<file path="src/rtl/uart_pkg.sv">
// Shared UART definitions: transmitter state encoding and bit-timing constants.
// Parity support is enabled with the UART_TX_PARITY_EN macro.
package uart_pkg;

    localparam int unsigned OVERSAMPLE_DEFAULT = 16;
    localparam int unsigned TICK_W             = 4;

    typedef enum logic [2:0] {
        TX_IDLE   = 3'd0,
        TX_START  = 3'd1,
        TX_DATA   = 3'd2,
        TX_PARITY = 3'd3,
        TX_STOP   = 3'd4
    } tx_state_e;

endpackage

</file>
<file path="src/rtl/m_uart_tx_if.sv">
// Byte-source valid/ready handshake into the UART transmitter.
// parity_odd exists only when UART_TX_PARITY_EN is defined.
interface m_uart_tx_if #(
    parameter int unsigned DATA_BITS = 8
);
    logic [DATA_BITS-1:0] tx_data;
    logic                 tx_valid;
    logic                 tx_ready;
`ifdef UART_TX_PARITY_EN
    logic                 parity_odd;

    modport master (output tx_data, tx_valid, parity_odd, input tx_ready);
    modport slave  (input tx_data, tx_valid, parity_odd, output tx_ready);
`else
    modport master (output tx_data, tx_valid, input tx_ready);
    modport slave  (input tx_data, tx_valid, output tx_ready);
`endif
endinterface

</file>
<file path="src/rtl/m_uart_tx.sv">
// UART transmitter: start bit, LSB-first data, optional parity, stop bit(s),
// timed by a 16x oversample tick. Parity enabled by UART_TX_PARITY_EN.
module m_uart_tx
    import uart_pkg::*;
#(
    parameter int unsigned DATA_BITS  = 8,
    parameter int unsigned STOP_BITS  = 1,
    parameter int unsigned OVERSAMPLE = OVERSAMPLE_DEFAULT
) (
    input  logic        clk,
    input  logic        reset,
    input  logic        clk_tx_16baudrate,
    m_uart_tx_if.slave  bus,
    output logic        txd,
    output logic        tx_busy,
    output logic        tx_done
);

    localparam int unsigned BIT_W = 3;
    localparam logic [TICK_W-1:0] TICK_LAST = TICK_W'(OVERSAMPLE - 1);
    localparam logic [BIT_W-1:0]  DATA_LAST = BIT_W'(DATA_BITS - 1);
    localparam logic [BIT_W-1:0]  STOP_LAST = BIT_W'(STOP_BITS - 1);

    tx_state_e              state, state_nxt;
    logic [TICK_W-1:0]      tick_cnt, tick_nxt;
    logic [BIT_W-1:0]       bit_cnt, bit_nxt;
    logic [DATA_BITS-1:0]   shift, shift_nxt;
    logic                   txd_nxt;
    logic                   tx_ready_q, ready_nxt;
    logic                   busy_nxt;
    logic                   done_nxt;
    logic                   bit_end_c;
`ifdef UART_TX_PARITY_EN
    logic                   par_bit, par_nxt;
`endif

    assign bus.tx_ready = tx_ready_q;
    assign bit_end_c    = clk_tx_16baudrate && (tick_cnt == TICK_LAST);

    // State and datapath registers
    always_ff @(posedge clk) begin
        if (reset) begin
            state      <= TX_IDLE;
            tick_cnt   <= '0;
            bit_cnt    <= '0;
            shift      <= '0;
            txd        <= 1'b1;
            tx_ready_q <= 1'b1;
            tx_busy    <= 1'b0;
            tx_done    <= 1'b0;
`ifdef UART_TX_PARITY_EN
            par_bit    <= 1'b0;
`endif
        end else begin
            state      <= state_nxt;
            tick_cnt   <= tick_nxt;
            bit_cnt    <= bit_nxt;
            shift      <= shift_nxt;
            txd        <= txd_nxt;
            tx_ready_q <= ready_nxt;
            tx_busy    <= busy_nxt;
            tx_done    <= done_nxt;
`ifdef UART_TX_PARITY_EN
            par_bit    <= par_nxt;
`endif
        end
    end

    // Next-state, counter and line-level logic
    always_comb begin
        state_nxt = state;
        tick_nxt  = tick_cnt;
        bit_nxt   = bit_cnt;
        shift_nxt = shift;
        txd_nxt   = txd;
        ready_nxt = tx_ready_q;
        busy_nxt  = tx_busy;
        done_nxt  = 1'b0;
`ifdef UART_TX_PARITY_EN
        par_nxt   = par_bit;
`endif

        // Ticks only advance bit timing once a frame is in flight
        if (state != TX_IDLE && clk_tx_16baudrate) begin
            tick_nxt = bit_end_c ? '0 : tick_cnt + 1'b1;
        end

        case (state)
            TX_IDLE: begin
                if (bus.tx_valid) begin
                    shift_nxt = bus.tx_data;
                    tick_nxt  = '0;
                    bit_nxt   = '0;
                    state_nxt = TX_START;
                    txd_nxt   = 1'b0;
                    ready_nxt = 1'b0;
                    busy_nxt  = 1'b1;
`ifdef UART_TX_PARITY_EN
                    par_nxt   = (^bus.tx_data) ^ bus.parity_odd;
`endif
                end
            end

            TX_START: begin
                if (bit_end_c) begin
                    state_nxt = TX_DATA;
                    txd_nxt   = shift[0];
                end
            end

            TX_DATA: begin
                if (bit_end_c) begin
                    shift_nxt = shift >> 1;
                    if (bit_cnt == DATA_LAST) begin
                        bit_nxt = '0;
`ifdef UART_TX_PARITY_EN
                        state_nxt = TX_PARITY;
                        txd_nxt   = par_bit;
`else
                        state_nxt = TX_STOP;
                        txd_nxt   = 1'b1;
`endif
                    end else begin
                        bit_nxt = bit_cnt + 1'b1;
                        txd_nxt = shift[1];
                    end
                end
            end

`ifdef UART_TX_PARITY_EN
            TX_PARITY: begin
                if (bit_end_c) begin
                    state_nxt = TX_STOP;
                    txd_nxt   = 1'b1;
                end
            end
`endif

            TX_STOP: begin
                if (bit_end_c) begin
                    if (bit_cnt == STOP_LAST) begin
                        bit_nxt   = '0;
                        state_nxt = TX_IDLE;
                        done_nxt  = 1'b1;
                        busy_nxt  = 1'b0;
                        ready_nxt = 1'b1;
                    end else begin
                        bit_nxt = bit_cnt + 1'b1;
                    end
                end
            end

            default: begin
                state_nxt = TX_IDLE;
                txd_nxt   = 1'b1;
                ready_nxt = 1'b1;
                busy_nxt  = 1'b0;
            end
        endcase
    end

endmodule

</file>
<file path="src/flat_wrapper.sv">
// flat-port wrapper written by rule: the top's interface ports become plain ports
module m_uart_tx_flat import uart_pkg::*;
#(
    parameter int unsigned DATA_BITS  = 8,
    parameter int unsigned STOP_BITS  = 1,
    parameter int unsigned OVERSAMPLE = OVERSAMPLE_DEFAULT
)
  (clk, reset, clk_tx_16baudrate, txd, tx_busy, tx_done, bus_tx_data, bus_tx_valid, bus_tx_ready);
  m_uart_tx_if #(.DATA_BITS(DATA_BITS)) bus_i ();
  input  logic clk;
  input  logic reset;
  input  logic clk_tx_16baudrate;
  output logic txd;
  output logic tx_busy;
  output logic tx_done;
  input wire logic [$bits(bus_i.tx_data)-1:0] bus_tx_data;
  input wire logic [$bits(bus_i.tx_valid)-1:0] bus_tx_valid;
  output wire logic [$bits(bus_i.tx_ready)-1:0] bus_tx_ready;
  assign bus_i.tx_data = bus_tx_data;
  assign bus_i.tx_valid = bus_tx_valid;
  assign bus_tx_ready = bus_i.tx_ready;
  m_uart_tx #(.DATA_BITS(DATA_BITS), .STOP_BITS(STOP_BITS), .OVERSAMPLE(OVERSAMPLE)) u_core (.clk(clk), .reset(reset), .clk_tx_16baudrate(clk_tx_16baudrate), .bus(bus_i), .txd(txd), .tx_busy(tx_busy), .tx_done(tx_done));
endmodule
</file>
<file path="config.mk">
export PLATFORM = sky130hd
export DESIGN_NAME = m_uart_tx_flat
export DESIGN_NICKNAME = d
export VERILOG_FILES = /design/src/rtl/uart_pkg.sv /design/src/rtl/m_uart_tx_if.sv /design/src/rtl/m_uart_tx.sv /design/src/flat_wrapper.sv
export SDC_FILE = /design/constraint.sdc
export NUM_CORES = 1
export LEC_CHECK = 0
export ABC_AREA = 1
export BUFFER_PORTS_ARGS = -buffer_cell sky130_fd_sc_hd__clkbuf_2
export CORE_MARGIN = 2
export CORE_UTILIZATION = 50
export DETAILED_ROUTE_END_ITERATION = 7
export PLACE_DENSITY_LB_ADDON = 0.25
export REMOVE_ABC_BUFFERS = 1
export SYNTH_ARGS = -nofsm -noshare
export SYNTH_HDL_FRONTEND = slang
export SYNTH_SLANG_ARGS = --single-unit
</file>
<file path="constraint.sdc">
create_clock -name clk -period 1.3 [get_ports clk]
set_clock_uncertainty 0.1 [all_clocks]
set_input_delay 0.065 -clock clk [delete_from_list [all_inputs] [get_ports clk]]
set_output_delay 0.065 -clock clk [all_outputs]
set_load 0.01 [all_outputs]
</file>
==> results of run 1 <==
## routing by layer
metal	track usage [%]	part of all wire, %	wire, µm
met5	0	0	0
met4	12.4	2.9	104
met3	4.00	5.4	192
met2	53.3	53	1890
met1	31.2	38	1360
## worst paths after layout
path / to / slack [ps] / depth (start not counted)
setup / recovery: u_core.tick_cnt[0] / -170 / 7
hold / removal: u_core.tx_busy / 70 / 4
setup reg to reg: u_core.tick_cnt[0] / -170 / 7
hold reg to reg: u_core.tx_busy / 370 / 2
## stage by stage
stage / hold slack [ps] / setup slack [ps] / total power [mW] / setup TNS (ps) / std cells
after global routing: 61.0 / -281 / 4.42 / -3440 / 252
after floorplan: 34.1 / -91.6 / 2.33 / -531 / 173
after global placement: 223 / -156 / 2.95 / -1680 / 232
final: 73.0 / -171 / 4.12 / -2150 / 252
after CTS: 63.0 / -159 / 3.69 / -1450 / 250
after detailed placement: 248 / -222 / 3.04 / -2870 / 232
## area by class of cell
cell class	instances	area, µm²
sequential	22	457
inverter	22	92.6
clock buffer	4	36.3
fill	158	493
tap	28	35.0
multi-input combinational	130	756
timing repair buffer	46	343
## cell usage in the layout, fill, tap and decap left out, drive strengths merged, types with 2 or more instances in the layout
master       instances
clkbuf              19
a21oi                7
nand2               54
dlygate4sd3         11
nor2                30
inv                 22
buf                 20
o21ai               15
nand3               11
xor2                 2
ha                   4
dfxtp               22
## cell families after synthesis
logic type | synth area share [%]
and+or+nand+nor | 37.7
DFF | 37.4
adders and majority gates | 4.25
buffers and inverters | 8.50
AOI/OAI and AO/OA | 10.6
xor gates and xnor gates | 1.49
## repair_timing
item	CTS	global route
gates resized for setup	27	22
hold buffers	11	0
buffers inserted	2	2
pin swaps	8	2
endpoints found under the hold margin	14	0
endpoints found under the setup margin	21	21
cloned	1	0
## sequential cells by signal, summed over array words and instances (netlist names)
register,cells
u_core.bit_cnt,3
u_core.bus.tx_ready,1
u_core.shift,8
u_core.state,3
u_core.tick_cnt,4
u_core.tx_busy,1
u_core.tx_done,1
u_core.txd,1
## worst min-delay path: cells and delay by family
kind / cells / cell delay [ps]
and+or+nand+nor: 1 / 110
AOI/OAI and AO/OA: 1 / 50
buffers and inverters: 2 / 240
## power breakdown
part | switching [mW] | leakage [nW] | internal (mW)
Clock | 0.234 | 0.0210 | 0.171
Sequential | 0.194 | 0.185 | 0.921
Combinational | 1.50 | 0.635 | 1.10
==> out/qor.csv, run 1 <==
stage;metric;value;unit
status;status;finished, violations left;
status;violations;setup timing;
die;core_area;2210;µm²
cts;clkTransAtPathRegs;130;ps
logic_synthesis;avgSynthCellArea;6.73;µm²
grt;grt_antenna_before_repair;0;
place;place_area;1400;µm²
cells_and_area;area_growth;46.0;%
place;place_congestion;0.886;
cts;cts_buffers;3;
setup_path;cp_cell_sequence;ha_4 -> nand2_4 -> nor2_4 -> inv_1 -> buf_4 -> o211ai_1 -> inv_1;
setup_path;slowest_delay;380;ps
run;maxCapViolations;0;
setup_path;slowest_stage;dfxtp_2;
place;dp_hpwl;2100;µm
timing;tightest_slew;303;ps
setup_path;crit_buf_inv;3;
logic_synthesis;synth-seq-area-share;37.4;%
die;fp.dieW;52.5;µm
setup_path;critPathTopFamily;flip-flops;
timing;finalMaxSlewViolations;0;
timing;max_slew_margin;79.6;%
timing;worst_slack;-171;ps
setup_path;cp-start-kind;flip-flop;
timing;period_needed;1470;ps
setup_path;crit_type;reg -> reg;
drt;first_iter_violations;31;
setup_path;regToRegStartpoint;u_core.tick_cnt[0];
power;p_leak;0.841;nW
drt;wl_per_cell;14.1;µm
min_path;min_path_type;in -> reg;
logic_synthesis;ys_types;25;
cells_and_area;drive_above_1_share;38.4;%
logic_synthesis;synth.most_common_cell;nand2_1;
timing;clock.fmax;680;MHz
logic_synthesis;synth_edf_count;0;
setup_path;setup.worst_path.start;u_core.tick_cnt[0];
cells_and_area;antenna_cells;0;
cells_and_area;final_core_util;77.7;%
grt;grt_max_degree;13;
logic_synthesis;synth-main-ff-cell;dfxtp_1;
cells_and_area;fin_area;1720;µm²
drt;drt_wl_total;3540;µm
cells_and_area;nets;241;
logic_synthesis;synth_area;1180;µm²
logic_synthesis;netlist.area_leader.share;37.4;%
timing;fin_crit_sh;113;%
die;fp.dieH;52.5;µm
timing;grt_setup_unrepaired;yes;
logic_synthesis;ys_ff_latch;22;
die;dieArea;2760;µm²
setup_path;crit_top_cell;inv_1;
power;irDropWorstVdd;1.38;mV
logic_synthesis;synthArstFlopShare;0;%
drt;drtAntennaViolNets;0;
grt;gr-usage-all-layers;28.4;%
setup_path;worst-path-max-fanout;4;
drt;post-route-drc-count;0;
grt;grt_pass1_vias;1290;
die;row_count;17;
cts;clock_path_buffers;2;
place;placement.io_buffers;15;
drt;drtPass1Iterations;4;
cts;cts_tree;built;
drt;via_per_inst;5.29;
logic_synthesis;synth.largest_area_cell;dfxtp_1;
die;start_util;53.2;%
min_path;hp-start;bus_tx_valid;
cts;cts_sinks;22;
drt;vias;1334;
timing;final-hold-violation-count;0;
grt;grt-ovfl-total;0;
power;power_density;2400;nW/µm²
logic_synthesis;yosys_warnings;0;
logic_synthesis;synthCells;175;
timing;setup_viol;19;
logic_synthesis;synthTopCellsByCount;nand2_1, nor2_1, dfxtp_1, inv_1, o21ai_0;
setup_path;worst_ep_required_time;1430;ps
logic_synthesis;yosys-top-cells-area;dfxtp_1, nand2_1, nor2_1;
setup_path;critPathCaptureType;flip-flop;
cts;cts-root-buf;clkbuf_4;
setup_path;arrival;1600;ps
die;io_pins;16;
grt;grt_pass1_wl;5620;µm
cts;h-tree-depth;1;
cts;clock_latency;320;ps
(Power assumes the default switching activity.)
==> inputs of run 2 (changes only) <==
Settings changed: ABC_AREA 1 to not set.
Clock period 1.3 ns to 1.5 ns, I/O delays scaled along.
==> out/qor.csv, run 2 <==
stage;metric;value;unit;change
grt;grt_antenna_before_repair;0;;unchanged
setup_path;slowest_delay;510;ps;was 380 ps
die;start_util;53.6;%;was 53.2%
setup_path;critPathCaptureType;flip-flop;;unchanged
die;row_count;17;;unchanged
run;maxCapViolations;0;;unchanged
power;power_density;1420;nW/µm²;was 2400 nW/µm²
cells_and_area;reg_top3;u_core.shift: 8 flops, u_core.tick_cnt: 4 flops;;unchanged
cts;cts_sinks;22;;unchanged
die;dieArea;2820;µm²;was 2760 µm²
cells_and_area;drive_above_1_share;52.0;%;was 38.4%
cells_and_area;layout_commonest_cell;buf_4;;was nand2_1
place;placement.io_buffers;15;;unchanged
power;p_leak;0.821;nW;was 0.841 nW
setup_path;slowest_stage;or4b_1;;was dfxtp_2
cts;clock_latency;320;ps;about the same
cts;h-tree-depth;1;;unchanged
timing;finalMaxSlewViolations;0;;unchanged
setup_path;critPathTopFamily;simple AND/OR/NAND/NOR gates;;was flip-flops
timing;setup_viol;16;;was 19
grt;gr-usage-all-layers;23.6;%;was 28.4%
grt;grt_pass1_vias;1188;;was 1290
cells_and_area;largest_reg_flops;8;;unchanged
logic_synthesis;synth-main-ff-cell;dfxtp_1;;unchanged
status;violations;setup timing;;unchanged
setup_path;r2r_cells;5;;was 7
logic_synthesis;synth_area;1210;µm²;was 1180 µm²
timing;fin_crit_sh;120;%;was 113%
drt;drt_wl_total;4140;µm;was 3540 µm
setup_path;crit_buf_inv;0;;was 3
die;fp.dieH;53.1;µm;was 52.5 µm
cts;clock_path_buffers;2;;unchanged
cts;cts_buffers;3;;unchanged
cells_and_area;top_register;u_core.shift;;unchanged
setup_path;crit_type;reg -> reg;;unchanged
timing;clock.fmax;557;MHz;was 680 MHz
min_path;hp-start;bus_tx_data[0];;was bus_tx_valid
place;dp_hpwl;2030;µm;was 2100 µm
cells_and_area;area_growth;60.3;%;was 46.0%
cts;clkTransAtPathRegs;120;ps;was 130 ps
logic_synthesis;synth.most_common_cell;dfxtp_1;;was nand2_1
timing;final-hold-violation-count;0;;unchanged
timing;tightest_slew;288;ps;was 303 ps
grt;grt-ovfl-total;0;;unchanged
drt;via_per_inst;5.90;;was 5.29
setup_path;rrSetupSlack;-300;ps;was -170 ps
cells_and_area;most-common-layout-cells;buf_4, clkbuf_2, dfxtp_1;;was nand2_1, nor2_1, buf_4
min_path;min_path_type;in -> reg;;unchanged
grt;grt_max_degree;15;;was 13
timing;grt_setup_unrepaired;yes;;unchanged
cts;cts_tree;built;;unchanged
logic_synthesis;ys_ff_latch;22;;unchanged
cells_and_area;nets;222;;was 241
logic_synthesis;yosys_warnings;0;;unchanged
grt;grt_pass1_wl;4890;µm;was 5620 µm
min_path;hold_path_depth;3;;was 4
setup_path;cp_cell_sequence;ha_4 -> nand4_1 -> o22a_1 -> or4b_1 -> a21oi_1;;was ha_4 -> nand2_4 -> nor2_4 -> inv_1 -> buf_4 -> o211ai_1 -> inv_1
setup_path;cp-start-kind;flip-flop;;unchanged
cts;cts-root-buf;clkbuf_4;;unchanged
die;fp.dieW;53.1;µm;was 52.5 µm
timing;worst_slack;-296;ps;was -171 ps
die;core_area;2250;µm²;was 2210 µm²
drt;post-route-drc-count;0;;unchanged
place;place_congestion;0.817;;was 0.886
die;io_pins;16;;unchanged
setup_path;worst-path-stages;5;;was 7
logic_synthesis;netlist.area_leader.share;36.5;%;was 37.4%
drt;drtAntennaViolNets;0;;unchanged
power;irDropWorstVdd;1.17;mV;was 1.38 mV
logic_synthesis;ys_types;38;;was 25
drt;wl_per_cell;17.9;µm;was 14.1 µm
logic_synthesis;yosys-top-cells-area;dfxtp_1, mux2i_1, nor2_1;;was dfxtp_1, nand2_1, nor2_1
status;status;finished, violations left;;unchanged
timing;period_needed;1800;ps;was 1470 ps
cells_and_area;antenna_cells;0;;unchanged
setup_path;setup.worst_path.start;u_core.tick_cnt[1];;was u_core.tick_cnt[0]
drt;first_iter_violations;39;;was 31
min_path;min_to;u_core.shift[0];;was u_core.tx_busy
setup_path;worst-path-max-fanout;3;;was 4
logic_synthesis;synth.largest_area_cell;dfxtp_1;;unchanged
setup_path;arrival;1940;ps;was 1600 ps
timing;max_slew_margin;80.6;%;was 79.6%
drt;vias;1369;;was 1334
timing;whs;12.6;ps;was 73.0 ps
logic_synthesis;synthArstFlopShare;0;%;unchanged
logic_synthesis;synth_edf_count;0;;unchanged
setup_path;worst_ep_required_time;1640;ps;was 1430 ps
logic_synthesis;avgSynthCellArea;8.69;µm²;was 6.73 µm²
logic_synthesis;synthTopCellsByCount;dfxtp_1, nor2_1, a21oi_1, mux2i_1, o21ai_0;;was nand2_1, nor2_1, dfxtp_1, inv_1, o21ai_0
place;dpl_worst_slack;-243;ps;was -222 ps
setup_path;regToRegStartpoint;u_core.tick_cnt[1];;was u_core.tick_cnt[0]
logic_synthesis;synth-seq-area-share;36.5;%;was 37.4%
drt;drtPass1Iterations;4;;unchanged
logic_synthesis;synthCells;139;;was 175
setup_path;r2r_end;u_core.bit_cnt[1];;was u_core.tick_cnt[0]
run 2: cell count changes in the layout (fill, tap and decap cells not counted), sizes merged, moves of 6 or more:
cell         previous run  this run
nand2                  54         8
nand2b                  0         6
a211oi                  0         8
nand3                  11         3
nor2                   30        17
buf                    20        50
inv                    22         4
dlygate4sd3            11         5
mux2i                   0        10
run 2: kinds of logic (layout without fill, tap and decap cells):
family	count (synthesis)	count (layout)	share of synthesized area (%)
and+or+nand+nor	49	49	21.1
AOI/OAI and AO/OA	39	39	22.0
DFF	22	22	36.5
buffers and inverters	13	78	6.53
muxes	10	10	8.29
adders and majority gates	4	4	4.15
xor gates and xnor gates	2	2	1.45
run 2: repair_timing:
| item | 4_1_cts | 5_1_grt |
|---|---|---|
| setup buffers | 6 | 12 |
| endpoints found under the setup margin | 18 | 18 |
| resized for setup | 26 | 37 |
| gates cloned | 0 | 0 |
| hold buffers | 5 | 0 |
| pin swaps | 12 | 16 |
| hold endpoints to repair | 6 | 0 |
run 2: worst max path at each step:
stage                         to  slack, ps
2_1_floorplan    u_core.state[2]       -750
3_3_place_gp     u_core.shift[6]       -190
3_5_place_dp     u_core.shift[6]       -240
4_1_cts        u_core.bit_cnt[1]       -180
5_1_grt        u_core.bit_cnt[0]       -320
6_report       u_core.bit_cnt[1]       -300
run 2: cell type report:
| cell class | count | area (µm²) |
|---|---|---|
| multi-input cells | 104 | 848 |
| inverters | 4 | 15.0 |
| clock buffers | 3 | 22.5 |
| repair buffers | 71 | 556 |
| fillers | 117 | 319 |
| well taps | 28 | 35.0 |
| flip-flops and latches | 22 | 459 |
run 2: layer usage:
metal	routed length, µm	track usage, %	vias to the layer above
li1	-	-	626
met3	183	5.93	26
met2	2140	42.9	58
met5	0	0	-
met1	1620	26.1	659
met4	196	8.97	0
run 2: stage by stage:
| step | utilization, % | total power, mW | TNS (ps) | std cells | cell area (µm²) |
|---|---|---|---|---|---|
| after floorplan | - | 1.40 | -6740 | 130 | 1140 |
| after global placement | 67.1 | 1.88 | -2270 | 206 | 1510 |
| after detailed placement | 67.1 | 1.93 | -3030 | 206 | 1510 |
| after CTS | 75.9 | 2.33 | -1860 | 220 | 1710 |
| after global routing | 85.8 | 2.89 | -3700 | 232 | 1940 |
| final | 85.8 | 2.74 | -2900 | 232 | 1940 |
run 2: power by group:
| group | switching, mW | internal (mW) | total [mW] | leakage, nW |
|---|---|---|---|---|
| registers | 0.137 | 0.731 | 0.869 | 0.185 |
| logic | 0.729 | 0.862 | 1.59 | 0.622 |
| clock network | 0.186 | 0.0944 | 0.281 | 0.0138 |
| total | 1.05 | 1.69 | 2.74 | 0.821 |
run 2: tightest hold or removal path: cells and delay by family:
kind                   cells  cell delay, ps
buffers and inverters      1              80
muxes                      1             150
AOI/OAI and AO/OA          1              90
